### src/rtl/fir_sig_check.sv
// MISR response checker for the FIR test flow: samples outData once per stimulus
// period, compacts NUM_VECTORS samples into a signature and reports done/pass.
module fir_sig_check #(
    parameter int              WIDTH         = 32,
    parameter int              PERIOD        = 31,
    parameter int              SAMPLE_OFFSET = 30,
    parameter int              WARMUP        = 1,
    parameter int              NUM_VECTORS   = 256,
    parameter logic [WIDTH-1:0] POLY         = 32'h04C11DB7,
    parameter logic [WIDTH-1:0] SEED         = 32'hFFFFFFFF,
    parameter logic [WIDTH-1:0] GOLDEN       = 32'h00000000
) (
    input  logic             clk,
    input  logic             rst,
    input  logic [WIDTH-1:0] outData,
    output logic [WIDTH-1:0] signature,
    output logic [15:0]      vec_count,
    output logic             done,
    output logic             pass
);

    localparam int PW = (PERIOD > 1) ? $clog2(PERIOD) : 1;
    localparam logic [PW-1:0] LAST_PH   = PW'(PERIOD - 1);
    localparam logic [PW-1:0] SAMPLE_PH = PW'(SAMPLE_OFFSET);
    localparam logic [15:0]   WARM_LAST = 16'(WARMUP - 1);
    localparam logic [15:0]   VEC_LAST  = 16'(NUM_VECTORS);

    typedef enum logic [1:0] {
        ST_WARM = 2'd0,
        ST_RUN  = 2'd1,
        ST_DONE = 2'd2
    } state_t;

    localparam state_t RESET_STATE = (WARMUP == 0) ? ST_RUN : ST_WARM;

    // One MISR compaction step: shift, conditional polynomial feedback, data XOR.
    function automatic logic [WIDTH-1:0] misr_step(input logic [WIDTH-1:0] sig,
                                                   input logic [WIDTH-1:0] din);
        logic [WIDTH-1:0] fb;
        fb = sig[WIDTH-1] ? POLY : {WIDTH{1'b0}};
        return {sig[WIDTH-2:0], 1'b0} ^ fb ^ din;
    endfunction

    logic [PW-1:0]    phase_r;
    state_t           state_r,     state_s;
    logic [15:0]      warm_cnt_r,  warm_cnt_s;
    logic [WIDTH-1:0] sig_r,       sig_s;
    logic [15:0]      vec_count_r, vec_count_s;
    logic             done_r,      done_s;
    logic             pass_r,      pass_s;
    logic             sample_s;
    logic [WIDTH-1:0] sig_step_s;

    assign sample_s   = (phase_r == SAMPLE_PH);
    assign sig_step_s = misr_step(sig_r, outData);

    // Phase counter tracking the stimulus generator's cycle count.
    always_ff @(posedge clk) begin
        if (rst) begin
            phase_r <= {PW{1'b0}};
        end else if (phase_r == LAST_PH) begin
            phase_r <= {PW{1'b0}};
        end else begin
            phase_r <= phase_r + {{(PW-1){1'b0}}, 1'b1};
        end
    end

    // Next-state and next-value logic for warm-up, compaction and completion.
    always_comb begin
        state_s     = state_r;
        warm_cnt_s  = warm_cnt_r;
        sig_s       = sig_r;
        vec_count_s = vec_count_r;
        done_s      = done_r;
        pass_s      = pass_r;
        case (state_r)
            ST_WARM: begin
                if (sample_s) begin
                    warm_cnt_s = warm_cnt_r + 16'd1;
                    if (warm_cnt_r == WARM_LAST) begin
                        state_s = ST_RUN;
                    end else begin
                        state_s = ST_WARM;
                    end
                end else begin
                    state_s = ST_WARM;
                end
            end
            ST_RUN: begin
                if (sample_s) begin
                    sig_s       = sig_step_s;
                    vec_count_s = vec_count_r + 16'd1;
                    // Completion and verdict land on the same edge as the last sample.
                    if (vec_count_s == VEC_LAST) begin
                        state_s = ST_DONE;
                        done_s  = 1'b1;
                        pass_s  = (sig_step_s == GOLDEN);
                    end else begin
                        state_s = ST_RUN;
                    end
                end else begin
                    state_s = ST_RUN;
                end
            end
            ST_DONE: begin
                state_s = ST_DONE;
            end
            default: begin
                state_s = RESET_STATE;
            end
        endcase
    end

    // State and result registers; everything is frozen once DONE is reached.
    always_ff @(posedge clk) begin
        if (rst) begin
            state_r     <= RESET_STATE;
            warm_cnt_r  <= 16'd0;
            sig_r       <= SEED;
            vec_count_r <= 16'd0;
            done_r      <= 1'b0;
            pass_r      <= 1'b0;
        end else begin
            state_r     <= state_s;
            warm_cnt_r  <= warm_cnt_s;
            sig_r       <= sig_s;
            vec_count_r <= vec_count_s;
            done_r      <= done_s;
            pass_r      <= pass_s;
        end
    end

    assign signature = sig_r;
    assign vec_count = vec_count_r;
    assign done      = done_r;
    assign pass      = pass_r;

endmodule

### config.mk
export PLATFORM = sky130hd
export DESIGN_NAME = fir_sig_check
export DESIGN_NICKNAME = d
export VERILOG_FILES = /design/src/rtl/fir_sig_check.sv
export SDC_FILE = /design/constraint.sdc
export NUM_CORES = 1
export LEC_CHECK = 0
export CAP_MARGIN = 20
export CORE_ASPECT_RATIO = 1.2
export CORE_UTILIZATION = 30
export CTS_CLUSTER_DIAMETER = 200
export CTS_CLUSTER_SIZE = 25
export DETAILED_ROUTE_END_ITERATION = 16
export MAX_ROUTING_LAYER = met4
export SYNTH_ARGS = -nofsm -noshare
export SYNTH_HDL_FRONTEND = slang
export SYNTH_SLANG_ARGS = --single-unit
### constraint.sdc
create_clock -name clk -period 2.6 [get_ports clk]
set_input_delay 0.78 -clock clk [delete_from_list [all_inputs] [get_ports clk]]
set_output_delay 0.78 -clock clk [all_outputs]
set_load 0.005 [all_outputs]
# Word-level counts from Yosys, hierarchy flattened
# Cells that the tools add are included.
[op_classes]
addsub = 3
n_mul = 0
n_div = 0
n_lt_le_gt_ge = 0
n_eq_ne = 4
n_shift = 0
n_mux = 6
bitwise_logic = 2
reduce_logical = 7
[ops]
columns = ["cell", "n"]
rows = [
  ["$add A16 B1 Y16 const B", 2],
  ["$logic_not A32 Y1", 1],
  ["$xor A32 B27 Y32", 1],
  ["$xor A32 B32 Y32", 1],
  ["$mux W27", 1],
  ["$eq A16 B9 Y1 const B", 1],
  ["$logic_not A16 Y1", 1],
  ["$mux W2", 3],
  ["$pmux W2 S3", 1],
  ["$add A5 B1 Y5 const B", 1],
  ["$eq A5 B5 Y1 const B", 1],
  ["$reduce_and A2 Y1", 2],
  ["$reduce_and A3 Y1", 1],
  ["$eq A2 B1 Y1 const B", 1],
  ["$eq A2 B2 Y1 const B", 1],
  ["$logic_not A2 Y1", 1],
  ["$reduce_or A2 Y1", 1],
  ["$mux W1", 1],
]
[word_totals]
register_bits = 73
latchBits = 0
ramBits = 0
romBits = 0
input_bits = 34
output_inout_bits = 50
wordCells = 29
memories = 0

# Longest topological paths before layout
[logic_depth]
word_depth = 5
mapped_depth = 9

# Worst setup path before layout
# Ideal clock, no wire load.
[synth_path]
kind = "register to register"
startpoint = "reg vec_count_r[0] (netlist: vec_count[0])"
endpoint = "reg pass_r (netlist: pass)"
setup_ps = 121
arrival_time_ps = 1970
required_ps = 2479
path_slack_ps = 509
stages_incl_launch_ff = 8
path_buffers = 0
cell_sequence = "dfxtp_1 -> ha_1 -> nand4_2 -> o31ai_1 -> o311ai_1 -> nor4_2 -> nand4_1 -> mux2i_1"
[synth_between]
elab_chain_len = 3
[synth_rtl]
columns = ["element", "line_no", "text"]
rows = [
  ["start: declaration", "48", "logic [15:0] vec_count_r, vec_count_s;"],
  ["start signal: assignment", "127", "vec_count_r <= vec_count_s;"],
  ["$add A16 B1 Y16", "92", "vec_count_s = vec_count_r + 16'd1;"],
  ["$eq A16 B9 Y1", "94", "if (vec_count_s == VEC_LAST) begin"],
  ["$reduce_and A3 Y1 (no line)", "--", ""],
  ["end signal: assignment", "129", "pass_r <= pass_s;"],
  ["end: declaration", "50", "logic pass_r, pass_s;"],
]
# No other way between the ends.
# A chain may end at the register's enable or synchronous reset.

# Final worst setup path
[layout_path]
startpoint = "reg vec_count_r[2] (netlist: vec_count[2])"
endpoint = "out vec_count[2]"
[layout_lines]
columns = ["element", "line_no", "text"]
rows = [
  ["end: declaration", "17", "output logic [15:0] vec_count,"],
]
# No word-level cell between the ends.

==> flow_summary.json <==
{
  "rsz0062_at_grt": "false",
  "hold_path.class": "flip-flop to flip-flop",
  "synth_ff_type": "dfxtp_1",
  "cts_setup_buffers": 0,
  "track_usage_pct": 15.4,
  "cts-root-buf": "clkbuf_16",
  "cts_hold_buf": 0,
  "synth_area_mm2": 0.00367,
  "post-route-period-util_pct": 85.0,
  "vias": 3232,
  "tns_ns": 0,
  "antenna_found_initial": 0,
  "fin_nets": 551,
  "layout_setup_ws_ns": 0.390,
  "async_flop_share_pct": 0,
  "insertion_delay_ns": 0.33,
  "rrSetupSlack_ns": 0.49,
  "firstDrtPassIters": 4,
  "cts.repair.resized": 0,
  "pin_count": 84,
  "cp_slowest_stage_delay_ns": 0.50,
  "worst_pin_slew_ns": 0.553,
  "wirelength_um": 8690,
  "post_route_cells_drive_above_1_share_pct": 6.98,
  "synth_cell_type_count": 41,
  "wl_met3_um": 517,
  "max-slew-margin-rel_pct": 62.8,
  "grt_pass1_wl_um": 14900,
  "die_w_um": 103,
  "start_util_pct": 31.3,
  "drv_slew": 0,
  "clockBufferDepth": 2,
  "status": "finished, final reports clean",
  "cp_max_fo": 5,
  "synthTopCellsByArea": "dfxtp_1, xnor2_1, nor2_1, xor2_1, a211o_1",
  "required_ns": 1.82,
  "htree_levels": 3,
  "wl_met1_um": 3930,
  "drv_cap": 0,
  "critPathSlowestCell": "clkdlybuf4s50_1",
  "crit_start": "vec_count[2]$_SDFFE_PP0P_",
  "fmax_mhz": 453,
  "routed.top_layer": "met4",
  "ys_warn_count": 0,
  "syn_inst": 427,
  "drc": 0,
  "max-vdd-ir-drop_mv": 0.346,
  "dp_hpwl_um": 6510,
  "ys_ff_latch": 73,
  "grt_overflow": 0,
  "numCtsBuffers": 9,
  "worstSetupPathType": "flip-flop to output port",
  "crit_path_end": "vec_count[2]",
  "first_iter_violations": 117,
  "reg2reg_from": "vec_count[0]$_SDFFE_PP0P_",
  "fillCellCount": 1186,
  "crit_path_start_kind": "flip-flop",
  "r2r_end": "pass$_SDFFE_PP0P_",
  "cts_sinks": 73,
  "core_area_mm2": 0.0117,
  "stdcell_count": 673,
  "worstPathArrival_ns": 1.43,
  "hold_viol": 0,
  "synth.top_cell.area_share_pct": 39.9,
  "place_inst": 657,
  "dieArea_mm2": 0.0127,
  "num_antenna_cells": 0,
  "clock_skew_ns": 0.00812,
  "clk_pin_slew_worst_paths_ns": 0.06,
  "rr_worst_depth": 7,
  "fin_total_pwr_uw": 2510,
  "die_h_um": 123,
  "syn_to_final_growth_pct": 36.5,
  "ys_seq_area_share_pct": 39.9,
  "powerDensity_mw_per_mm2": 502,
  "synth_top_area_cell": "dfxtp_1",
  "cp-end-kind": "output port",
  "via_per_inst": 4.80,
  "gp_congestion": 0.793,
  "leakage_uw": 0.00171,
  "wl_per_cell_um": 12.9,
  "grt_max_degree": 67,
  "worstPathCellList": "buf_4 -> clkdlybuf4s50_1",
  "synth_nets": 467,
  "num_rows": 43,
  "cts_tree": "done",
  "ant_nets": 0,
  "finalCriticalPeriod_ns": 2.21,
  "postLayoutCoreUtil_pct": 42.7,
  "avgSynthCellArea_um2": 8.59,
  "preCtsSetupSlack_ns": 0.273,
  "synth_edf_count": 0,
  "setup_viol": 0,
  "grt_pass1_vias": 3296,
  "wl_met2_um": 4150,
  "port_buffers": 83
}
flip-flops by register name, summed over array words and instances, names as in the netlist:
| signal | count |
|---|---|
| signature | 32 |
| vec_count | 16 |
| warm_cnt_r | 16 |
| phase_r | 5 |
| state_r | 2 |
| done | 1 |
| pass | 1 |
through the flow:
step | hold slack (ns) | area (µm²)
finish | 0.466 | 5000
global placement | 0.442 | 4700
detailed placement | 0.468 | 4700
floorplan | 0.430 | 3670
CTS | 0.481 | 5000
global route | 0.504 | 5000
final cells by class:
type | instances | area, µm² | share of cell area [%]
Clock inverter | 4 | 51.3 | 1.03
Clock buffer | 12 | 256 | 5.13
Sequential cell | 73 | 1460 | 29.2
Inverter | 8 | 30.0 | 0.600
Multi-Input combinational cell | 325 | 2090 | 41.7
Timing Repair Buffer | 94 | 921 | 18.4
Tap cell | 157 | 196 | 3.92
worst max-delay path: cells and delay by family (launching register included):
| family | cells | cell delay (ns) |
|---|---|---|
| buffers and inverters | 2 | 0.68 |
| flip-flops | 1 | 0.42 |
Yosys cell counts (all sizes together), types with 2 or more instances:
library cell and instances:
nand3 21, a22oi 2, and2 4, a211o 28, nand2 20, o31ai 3, nor4 9, buf 6
o21ai 10, clkbuf 15, nor2 77, o21a 2, and3 2, or3 8, xor2 32, a21oi 13
nand2b 4, ha 6, nor3 9, inv 8, xnor2 43, dfxtp 73, nand4 20
placed cells by master, fill, tap and decap left out, types with 3 or more instances in the layout:
cell type / count
nand3_1: 19
nor3_1: 9
and2_1: 4
o31ai_1: 3
a21oi_1: 13
a211o_1: 28
or3_1: 5
ha_1: 6
or3_2: 3
clkbuf_16: 9
buf_4: 10
xor2_1: 32
nor2_1: 77
nor4_1: 8
inv_1: 8
nand2b_1: 4
nand4_1: 19
o21ai_0: 10
clkdlybuf4s50_1: 82
dfxtp_1: 73
xnor2_1: 43
nand2_1: 19
per-layer routing:
layer / vias to the layer above / global-route usage [%]
met2: 86 / 25.1
met4: 0 / 5.37
met5: - / -
li1: 1656 / -
met1: 1483 / 18.1
met3: 7 / 4.41
how the worst min path moves through the flow:
stage / start / to / cells past startpoint
2_1_floorplan: phase_r[0]$_SDFF_PP0_ / phase_r[0]$_SDFF_PP0_ / 1
3_3_place_gp: phase_r[0]$_SDFF_PP0_ / phase_r[0]$_SDFF_PP0_ / 1
3_5_place_dp: phase_r[0]$_SDFF_PP0_ / phase_r[0]$_SDFF_PP0_ / 1
4_1_cts: phase_r[0]$_SDFF_PP0_ / phase_r[0]$_SDFF_PP0_ / 1
5_1_grt: phase_r[0]$_SDFF_PP0_ / phase_r[0]$_SDFF_PP0_ / 1
6_report: phase_r[0]$_SDFF_PP0_ / phase_r[0]$_SDFF_PP0_ / 1
cells by family (layout without fill, tap and decap cells):
group                      after synthesis  count (layout)  synth area share [%]
adders and majority gates                6               6                  2.05
AOI/OAI and AO/OA                       64              64                  12.8
and+or+nand+nor                        179             179                  23.8
xor gates and xnor gates                75              75                  17.9
DFF                                     73              73                  39.9
buffers and inverters                   29             118                  3.24
muxes                                    1               1                 0.273
report_power, final:
part / switching, µW / internal (µW) / total (µW)
clock network: 462 / 795 / 1260
registers: 3.83 / 1120 / 1130
logic: 55.9 / 73.8 / 130
total: 522 / 1990 / 2510
Note: power is estimated with default switching activity, not from simulation.
